File: config.mk
export PLATFORM = sky130hd
export DESIGN_NAME = key_event_classifier
export DESIGN_NICKNAME = d
export VERILOG_FILES = /design/src/rtl/key_event_classifier.sv
export SDC_FILE = /design/constraint.sdc
export NUM_CORES = 1
export LEC_CHECK = 0
export CORE_MARGIN = 10
export CORE_UTILIZATION = 45
export CTS_BUF_LIST = sky130_fd_sc_hd__clkbuf_4
export CTS_CLUSTER_SIZE = 24
export DETAILED_ROUTE_END_ITERATION = 12
export PLACE_DENSITY = 0.64
export RECOVER_POWER = 50
export SLEW_MARGIN = 30
export SYNTH_ARGS = -nofsm -noshare
export SYNTH_HDL_FRONTEND = slang
export SYNTH_SLANG_ARGS = --single-unit
File: constraint.sdc
create_clock -name clk -period 2.6 [get_ports clk]
set_input_delay 0.39 -clock clk [delete_from_list [all_inputs] [get_ports clk]]
set_output_delay 0.39 -clock clk [all_outputs]
set_load 0.02 [all_outputs]
File: src/rtl/key_event_classifier.sv
// key_event_classifier: debounces an active-low push-button on press and release and
// classifies each key event as short press, long press or auto-repeat.
module key_event_classifier #(
   parameter int DEBOUNCE_CYC = 1_000_000,
   parameter int LONG_CYC     = 50_000_000,
   parameter int REPEAT_CYC   = 10_000_000
) (
   input  logic clk,
   input  logic rst_n,
   input  logic key_in,
   output logic key_state,
   output logic short_press,
   output logic long_press,
   output logic repeat_pulse
);
   localparam int DW = $clog2(DEBOUNCE_CYC + 1);
   localparam int HW = $clog2(LONG_CYC + 1);
   localparam int RW = $clog2(REPEAT_CYC + 1);
   localparam logic [DW-1:0] DB_LAST   = DW'(DEBOUNCE_CYC - 1);
   localparam logic [HW-1:0] HOLD_LAST = HW'(LONG_CYC - 1);
   localparam logic [HW-1:0] HOLD_MAX  = HW'(LONG_CYC);
   localparam logic [RW-1:0] REP_LAST  = RW'(REPEAT_CYC - 1);
   localparam logic [RW-1:0] REP_MAX   = RW'(REPEAT_CYC);

   typedef enum logic [2:0] {IDLE, PRESS_DB, HELD, LONG_HELD, RELEASE_DB} state_t;

   state_t        state;
   logic          sync1, ks, from_long;
   logic [DW-1:0] db_cnt;
   logic [HW-1:0] hold_cnt;
   logic [RW-1:0] rep_cnt;

   always_ff @(posedge clk or negedge rst_n) begin
      if (!rst_n) begin
         sync1 <= 1'b1;
         ks    <= 1'b1;
      end else begin
         sync1 <= key_in;
         ks    <= sync1;
      end
   end

   // ks is the synchronised pin level: 0 means the key is physically pressed
   always_ff @(posedge clk or negedge rst_n) begin
      if (!rst_n) begin
         state        <= IDLE;
         key_state    <= 1'b0;
         short_press  <= 1'b0;
         long_press   <= 1'b0;
         repeat_pulse <= 1'b0;
         from_long    <= 1'b0;
         db_cnt       <= '0;
         hold_cnt     <= '0;
         rep_cnt      <= '0;
      end else begin
         short_press  <= 1'b0;
         long_press   <= 1'b0;
         repeat_pulse <= 1'b0;
         case (state)
            IDLE:
               if (!ks) begin
                  state  <= PRESS_DB;
                  db_cnt <= '0;
               end
            PRESS_DB:
               if (ks) state <= IDLE;
               else if (db_cnt == DB_LAST) begin
                  state     <= HELD;
                  key_state <= 1'b1;
                  hold_cnt  <= '0;
                  from_long <= 1'b0;
               end else db_cnt <= db_cnt + 1'b1;
            HELD: begin
               hold_cnt <= (hold_cnt == HOLD_MAX) ? hold_cnt : hold_cnt + 1'b1;
               if (ks) begin
                  state  <= RELEASE_DB;
                  db_cnt <= '0;
               end else if (hold_cnt >= HOLD_LAST) begin
                  long_press <= 1'b1;
                  from_long  <= 1'b1;
                  rep_cnt    <= '0;
                  state      <= LONG_HELD;
               end
            end
            // a release that coincides with a repeat boundary suppresses the pulse
            LONG_HELD:
               if (ks) begin
                  state   <= RELEASE_DB;
                  db_cnt  <= '0;
                  rep_cnt <= (rep_cnt == REP_MAX) ? rep_cnt : rep_cnt + 1'b1;
               end else if (rep_cnt >= REP_LAST) begin
                  repeat_pulse <= 1'b1;
                  rep_cnt      <= '0;
               end else rep_cnt <= rep_cnt + 1'b1;
            RELEASE_DB:
               if (!ks) state <= from_long ? LONG_HELD : HELD;
               else if (db_cnt == DB_LAST) begin
                  state       <= IDLE;
                  key_state   <= 1'b0;
                  short_press <= !from_long;
               end else db_cnt <= db_cnt + 1'b1;
            default: state <= IDLE;
         endcase
      end
   end

   a_pulses_exclusive: assert property (@(posedge clk) disable iff (!rst_n)
      $onehot0({short_press, long_press, repeat_pulse}));
   a_long_one_cycle: assert property (@(posedge clk) disable iff (!rst_n)
      long_press |=> !long_press);
   a_short_one_cycle: assert property (@(posedge clk) disable iff (!rst_n)
      short_press |=> !short_press);

endmodule

# --- After elaboration in Yosys (flattened, before gate mapping) ---
# Cells that the tools add are included.
totals:
  ff_bits: 80
  inputBits: 3
  output_inout_bits: 4
  word_cells: 94
classes:
  add_sub_neg: 3
  order_cmp: 2
  n_eq_ne: 21
  n_mux: 44
  reduce_logical: 13
op_table:
  columns: ["cell", "n"]
  rows:
  - ["24-bit two-way mux", 5]
  - ["20-bit two-way mux", 5]
  - ["20-bit case mux with 4 select lines", 1]
  - ["26-bit two-way mux", 3]
  - ["26-bit case mux with 2 select lines", 1]
  - ["24-bit case mux with 2 select lines", 1]
  - ["26-bit by 1-bit adder with 26-bit output, second input constant", 1]
  - ["26-bit == test, second input constant", 1]
  - ["26-bit >= comparator, second input constant", 1]
  - ["24-bit by 1-bit adder with 24-bit output, second input constant", 1]
  - ["24-bit == test, second input constant", 1]
  - ["24-bit >= comparator, second input constant", 1]
  - ["3-bit two-way mux", 8]
  - ["20-bit by 1-bit adder with 20-bit output, second input constant", 1]
  - ["20-bit == test, second input constant", 1]
  - ["5-bit AND reduction", 4]
  - ["2-bit inequality test, second input constant", 9]
  - ["1-bit two-way mux", 17]
  - ["3-bit case mux with 5 select lines", 1]
  - ["3-bit inequality test, second input constant", 4]
  - ["4-bit AND reduction", 2]
  - ["3-bit by 2-bit == test with 1-bit output, second input constant", 2]
  - ["2-bit nonzero test", 3]
  - ["1-bit case mux with 2 select lines", 2]
  - ["7 further kinds", 7]

# --- Depth between registers and ports, before layout ---
# Gate-level depths: netlist of the first run.
logic_depth:
  word_depth: 4
  depth_mapped: 10
  depth_no_buf: 8

# --- Worst setup path after synthesis of the first run ---
# OpenSTA, ideal clock, no wires.
synth_path:
  path_type: "flip-flop to flip-flop"
  from: "register rep_cnt[14]"
  to: "register rep_cnt[15]"
  setup_time_ps: 130
  arrival_time_ps: 1980
  setup_slack_ps: 490
  stages_incl_launch_ff: 8
  path_cell_list: "dfrtp_1 -> nor4_1 -> nand4_1 -> o41ai_4 -> nor2_2 -> buf_6 -> a221oi_2 -> mux2i_1"
synth_between:
  elab_chain_cells: 4
  elab_cells_between_ends: 9
  classes_between: "add/sub (1); order compare (1); eq/ne (2); mux (4); reduce/logical (1)"
synth_rtl:
  columns: ["item", "line", "rtl"]
  rows:
  - ["start: declaration", "31", "logic [RW-1:0] rep_cnt;"]
  - ["start signal: assignment", "90", "rep_cnt <= (rep_cnt == REP_MAX) ? rep_cnt : rep_cnt + 1'b1;"]
  - ["start signal: assignment", "94", "end else rep_cnt <= rep_cnt + 1'b1;"]
  - ["24-bit by 1-bit adder with 24-bit output or 24-bit >= comparator (tied branches)", "90, 94, 91", null]
  - ["24-bit two-way mux, on equally long branches", "91, 90", null]
  - ["24-bit two-way mux", "87", "if (ks) begin"]
  - ["24-bit case mux with 2 select lines", "59", "case (state)"]
# Several ways; a longest one is shown, not always the timed one. The select of a mux whose other input is x is not followed.
# A chain may end at the register's enable or synchronous reset.

# --- Final worst setup path of the first run ---
layout_path:
  from: "register rep_cnt[21]"
  to: "register rep_cnt[22]"
# Same word-level chain as after synthesis.

==> impl_metrics.yaml, run 1 <==
die:
  die_h_um: 124
  rows: 37
  die_area_um2: 15400
  io_pins: 7
  core_area_um2: 10400
  dieWidth_um: 124
  start_util: 0.467
routing:
  via_per_inst: 6.08
  wl_per_cell_um: 16.7
  vias: 4197
  drt_iter0_markers: 297
  drc: 0
  drt-total-wl_um: 11500
  dr.pass1.iters: 5
  antenna_left: 0
cts:
  h-tree-depth: 3
  clk_pin_slew_ns: 0.14
  clock-sinks: 80
  tritoncts: "done"
  numCtsBuffers: 9
  clk_path_buf_depth: 2
  clk_latency_ns: 0.47
  root_buffer: "clkbuf_4"
pwr:
  power.density_nw_per_um2: 399
  ir_drop_v: 0.000200
  leakage_nw: 2.26
  total_power_mw: 2.13
timing:
  relSlewSlack: 0.198
  clock.fmax_ghz: 0.410
  period_share: 0.938
  fin_skew_ns: 0.0199
  period_needed_ns: 2.44
  finalHoldViolations: 0
  tightest_slew_ns: 1.20
  setup_viol: 0
  grt_setup_unrepaired: "false"
  hold_slack_ns: 0.375
  setup_tns_ns: 0
  slew_viol_final: 0
placement:
  finalWeightedCongestion: 0.878
  dp.final_hpwl_um: 7930
  io_buffers: 6
grt:
  antenna_found_initial: 0
  grt_pass1_wl_um: 19800
  globalRouteOverflowTotal: 0
  grt_max_degree: 47
  groute.usage.overall: 0.157
  grt_pass1_vias: 3983
setup_path:
  cp-end-kind: "flop"
  crit_type: "flop to flop"
  crit_arrival_ns: 2.79
  worst_setup_path_start_kind: "flop"
  cp_max_fo: 9
  reg2reg_slack_ns: 0.16
  required_ns: 2.95
status:
  status: "complete, no violations"
yosys:
  async_flop_share: 1.00
  ys_seq_area_frac: 0.412
  synth_edf_count: 0
  netlist_area_um2: 4870
  synthCells: 529
  synthFlopType: "dfrtp_1"
  synth_seq_cells: 80
  ys_warn_count: 0
  synth_cell_types: 68
  synth_area_per_cell_um2: 9.20
  synth_fp_nets: 537
layout:
  syn2layout_area_growth_pct: 9.92
  final_cell_mix: "dfrtp_1, nand2_1, nor2_1"
  num_antenna_cells: 0
  layout.nets: 557
  mostFrequentLayoutCell: "dfrtp_1"
  drive_gt1_frac: 0.125
run:
  cap_violations: 0
min_path:
  min-delay-path-class: "flop to flop"
-- layout make-up --
type | instances | area [um^2]
Multi-Input combinational cell | 403 | 2670
Clock inverter | 7 | 81.3
Timing Repair Buffer | 34 | 278
Sequential cell | 80 | 2000
Tap cell | 136 | 170
Fill cell | 979 | 5070
Clock buffer | 9 | 67.6
Inverter | 21 | 78.8
-- critical path, cell delays in order, from the launching register on --
cell and delay [ns]:
dfrtp_1 0.46, and4bb_1 0.32, or4b_1 0.52, a31oi_4 0.31, nor2_2 0.16, buf_4 0.22, a221oi_2 0.23, mux2i_1 0.10
-- flip-flops by register name, indices dropped and copies added (netlist names) --
signal        count
sync1             1
short_press       1
hold_cnt         26
state             3
long_press        1
db_cnt           20
key_state         1
rep_cnt          24
repeat_pulse      1
ks                1
from_long         1
-- cells in the mapped netlist (4+ instances only) --
| cell | n | area, um^2 |
|---|---|---|
| nand2_1 | 53 | 199 |
| ha_1 | 5 | 62.6 |
| o21ai_0 | 11 | 55.1 |
| buf_2 | 8 | 40.0 |
| inv_1 | 21 | 78.8 |
| mux2i_1 | 13 | 130 |
| nand4_1 | 24 | 150 |
| a221oi_2 | 7 | 105 |
| and3_1 | 16 | 100 |
| nor4_1 | 6 | 37.5 |
| or3_1 | 4 | 25.0 |
| nor3_1 | 20 | 100 |
| o211ai_1 | 16 | 120 |
| nor2_1 | 46 | 173 |
| a41o_1 | 4 | 40.0 |
| nand3_1 | 34 | 170 |
| xor2_1 | 7 | 61.3 |
| a221oi_1 | 5 | 43.8 |
| and4_1 | 11 | 96.3 |
| nand2b_1 | 7 | 43.8 |
| a211oi_1 | 6 | 45.0 |
| or4_1 | 12 | 90.1 |
| a21oi_1 | 11 | 55.1 |
| dfrtp_1 | 78 | 1950 |
| o2bb2ai_1 | 5 | 43.8 |
| and2_1 | 7 | 43.8 |
| a31oi_1 | 6 | 37.5 |
| nand3b_1 | 5 | 37.5 |
| xnor2_1 | 11 | 96.3 |
| clkbuf_1 | 14 | 52.6 |
-- worst paths after layout --
kind / start / to / cells past startpoint
setup / recovery: rep_cnt[21] / rep_cnt[22] / 7
hold / removal: sync1 / ks / 0
setup reg to reg: rep_cnt[21] / rep_cnt[22] / 7
hold reg to reg: sync1 / ks / 0
max in group asynchronous: rst_n / rep_cnt[20] / 3
min in group asynchronous: rst_n / state[0] / 2
-- through the flow --
stage          instance area (um^2)  utilization  worst slack [ns]  cells
2_1_floorplan                  4870            -             0.490    529
3_3_place_gp                   5170        0.497             0.158    669
3_5_place_dp                   5170        0.497             0.159    669
4_1_cts                        5330        0.512             0.133    686
5_1_grt                        5350        0.514            0.0361    690
6_report                       5350        0.514             0.161    690
-- cells by family after synthesis --
logic type	count (synthesis)	synth area share
buffers and inverters	46	0.0414
adders and majority gates	5	0.0129
xor gates and xnor gates	18	0.0324
and+or+nand+nor	267	0.302
DFF	80	0.412
AOI/OAI and AO/OA	99	0.170
muxes	14	0.0290
-- per-layer routing --
metal  GRT usage  up-vias  share of wire  wire length, um
met2       0.252       72           0.47             5450
met1       0.209     2072           0.48             5520
met5           0        -              0                0
met4      0.0468        0          0.015              168
li1            -     2040              -                -
met3      0.0344       13          0.035              409
-- where the power goes --
part / switching [mW] / internal, mW / leakage [nW]
logic: 0.0548 / 0.0179 / 1.07
clock network: 0.495 / 0.302 / 0.0767
registers: 0.0104 / 1.25 / 1.11
total: 0.560 / 1.57 / 2.26
-- timing repair --
action | CTS | global route
buffers inserted | 0 | 4
endpoints found under the setup margin | 0 | 8
hold endpoints to repair | 45 | 0
resized for setup | 0 | 2
hold buffers | 1 | 0
No activity file was read; power rests on OpenSTA's default activity.
==> inputs of run 2 (changes only) <==
SLEW_MARGIN = unset   (was 30)
==> results of run 2 <==
Final layout, timing and power as in run 1 (identical DEF).
==> inputs of run 3 (changes only) <==
CORE_UTILIZATION = 30   (was 45)
PLACE_DENSITY = 0.48   (was 0.64)
==> run 3 against run 2 <==
Effect of this change:
- global-route usage is 4.1 points lower
- wire length is 6.3% higher
- maximum frequency is 2.6% higher
- count of clock-buffer cells in the layout is 5 higher
- hold slack worse by 0.013 ns
- critical path type unchanged
- highest routed layer unchanged
==> impl_metrics.yaml, run 3 (synthesized netlist as in run 1, its figures left out) <==
status:
  status: "complete, no violations"
die:
  core_area_um2: 15900
  die_area_um2: 21700
  start_util: 0.306
  io_pins: 7
  rows: 46
  dieWidth_um: 147
  die_h_um: 147
min_path:
  min-delay-path-class: "flop to flop"
  hold_depth: 0
  holdPathEnd: "ks"
  hp-start: "sync1"
cts:
  tritoncts: "done"
  h-tree-depth: 3
  numCtsBuffers: 9
  clk_path_buf_depth: 2
  cts_setup_buffers: 0
  clk_pin_slew_ns: 0.12
  clock-sinks: 80
  clk_latency_ns: 0.45
  root_buffer: "clkbuf_4"
setup_path:
  r2r-end: "hold_cnt[7]"
  cp-end-kind: "flop"
  path_cells: "or4_4 -> nor2_4 -> nand4_4 -> o21ai_1 -> a31oi_1 -> a41o_1"
  crit_arrival_ns: 2.72
  worst_setup_path_start_kind: "flop"
  reg2reg_slack_ns: 0.22
  rr_worst_depth: 6
  cp_max_fo: 12
  cp_slowest_stage_delay_ns: 0.55
  required_ns: 2.94
  worst_path_max_delay_cell: "or4_4"
  rr_startpoint: "db_cnt[12]"
  crit_type: "flop to flop"
placement:
  io_buffers: 6
  dp.final_hpwl_um: 8290
  place_ws_ns: 0.138
  finalWeightedCongestion: 0.813
timing:
  hold_slack_ns: 0.363
  layout_setup_ws_ns: 0.223
  grt_setup_unrepaired: "false"
  slew_viol_final: 0
  setup_viol: 0
  clock.fmax_ghz: 0.421
  period_needed_ns: 2.38
  period_share: 0.914
  tightest_slew_ns: 1.17
  relSlewSlack: 0.222
  fin_skew_ns: 0.0210
  setup_tns_ns: 0
  finalHoldViolations: 0
run:
  cap_violations: 0
pwr:
  seqPwrFrac: 0.629
  switching_share: 0.243
  p_int_mw: 1.52
  ir_drop_v: 0.000167
  p_clk_frac: 0.333
  switching_power_uw: 489
  leakage_nw: 2.22
  power.density_nw_per_um2: 374
  combPwrFrac: 0.038
grt:
  grt_pass1_vias: 4071
  globalRouteOverflowTotal: 0
  groute.usage.overall: 0.116
  antenna_found_initial: 0
  grt_pass1_wl_um: 21000
  grt_max_degree: 42
layout:
  top_regs: "hold_cnt x26, rep_cnt x24, db_cnt x20"
  syn2layout_area_growth_pct: 10.5
  drive_gt1_frac: 0.110
  top_register: "hold_cnt"
  num_antenna_cells: 0
  mostFrequentLayoutCell: "dfrtp_1"
  largest_reg_flops: 26
  fillCellCount: 1688
  final_cell_mix: "dfrtp_1, nand2_1, nor2_1"
  layout.nets: 550
routing:
  drt_iter0_markers: 323
  wl_per_cell_um: 16.1
  antenna_left: 0
  drt-total-wl_um: 12300
  drc: 0
  dr.pass1.iters: 5
  via_per_inst: 5.52
  vias: 4210
## run 3: per-layer routing
layer,track usage,part of all wire,vias to the layer above
met4,0.0287,0.011,0
met5,0,0,-
met1,0.153,0.47,2086
met3,0.0299,0.042,9
li1,-,-,2016
met2,0.185,0.47,99
## run 3: timing repair
action / 4_1_cts / 5_1_grt
hold endpoints to repair: 40 / 0
hold buffers: 1 / 0
endpoints found under the setup margin: 0 / 11
gates resized for setup: 0 / 1
## run 3: worst max-delay path, delay by kind of cell (launching register included)
kind	cells	cell delay [ns]
and+or+nand+nor	3	0.98
AOI/OAI and AO/OA	3	0.87
DFF	1	0.42
## run 3: power groups by stage
stage	sequential [mW]	combinational, mW	clock, mW
after floorplan	1.28	0.0348	0
after global placement	1.29	0.0777	0
after detailed placement	1.29	0.0786	0
after CTS	1.26	0.0802	0.707
after global routing	1.27	0.0875	0.769
final	1.26	0.0758	0.670
## run 3: through the flow
stage               power [mW]  area [um^2]  std cells   util
floorplan                 1.32         4870        529      -
global placement          1.36         5250        746  0.331
detailed placement        1.37         5250        746  0.331
CTS                       2.05         5380        763  0.338
global route              2.12         5380        763  0.339
finish                    2.01         5380        763  0.339
## run 3: worst max-delay path by stage
stage,from,end,slack (ns),cells after the start
after CTS,rep_cnt[16],rep_cnt[13],0.11,6
after detailed placement,rep_cnt[18],rep_cnt[13],0.14,6
after global placement,rep_cnt[16],rep_cnt[16],0.14,6
final,db_cnt[12],hold_cnt[7],0.22,6
after floorplan,rep_cnt[14],rep_cnt[15],0.49,7
after global routing,db_cnt[12],hold_cnt[12],0.04,6
## run 3: cell type report
class                           instances  area [um^2]  share of cell area
Clock inverter                          2         8.76             0.00163
Timing Repair Buffer                   27          240              0.0447
Multi-Input combinational cell        403         2670               0.497
Tap cell                              216          270              0.0503
Clock buffer                           14          105              0.0195
Sequential cell                        80         2000               0.373
Inverter                               21         78.8              0.0147
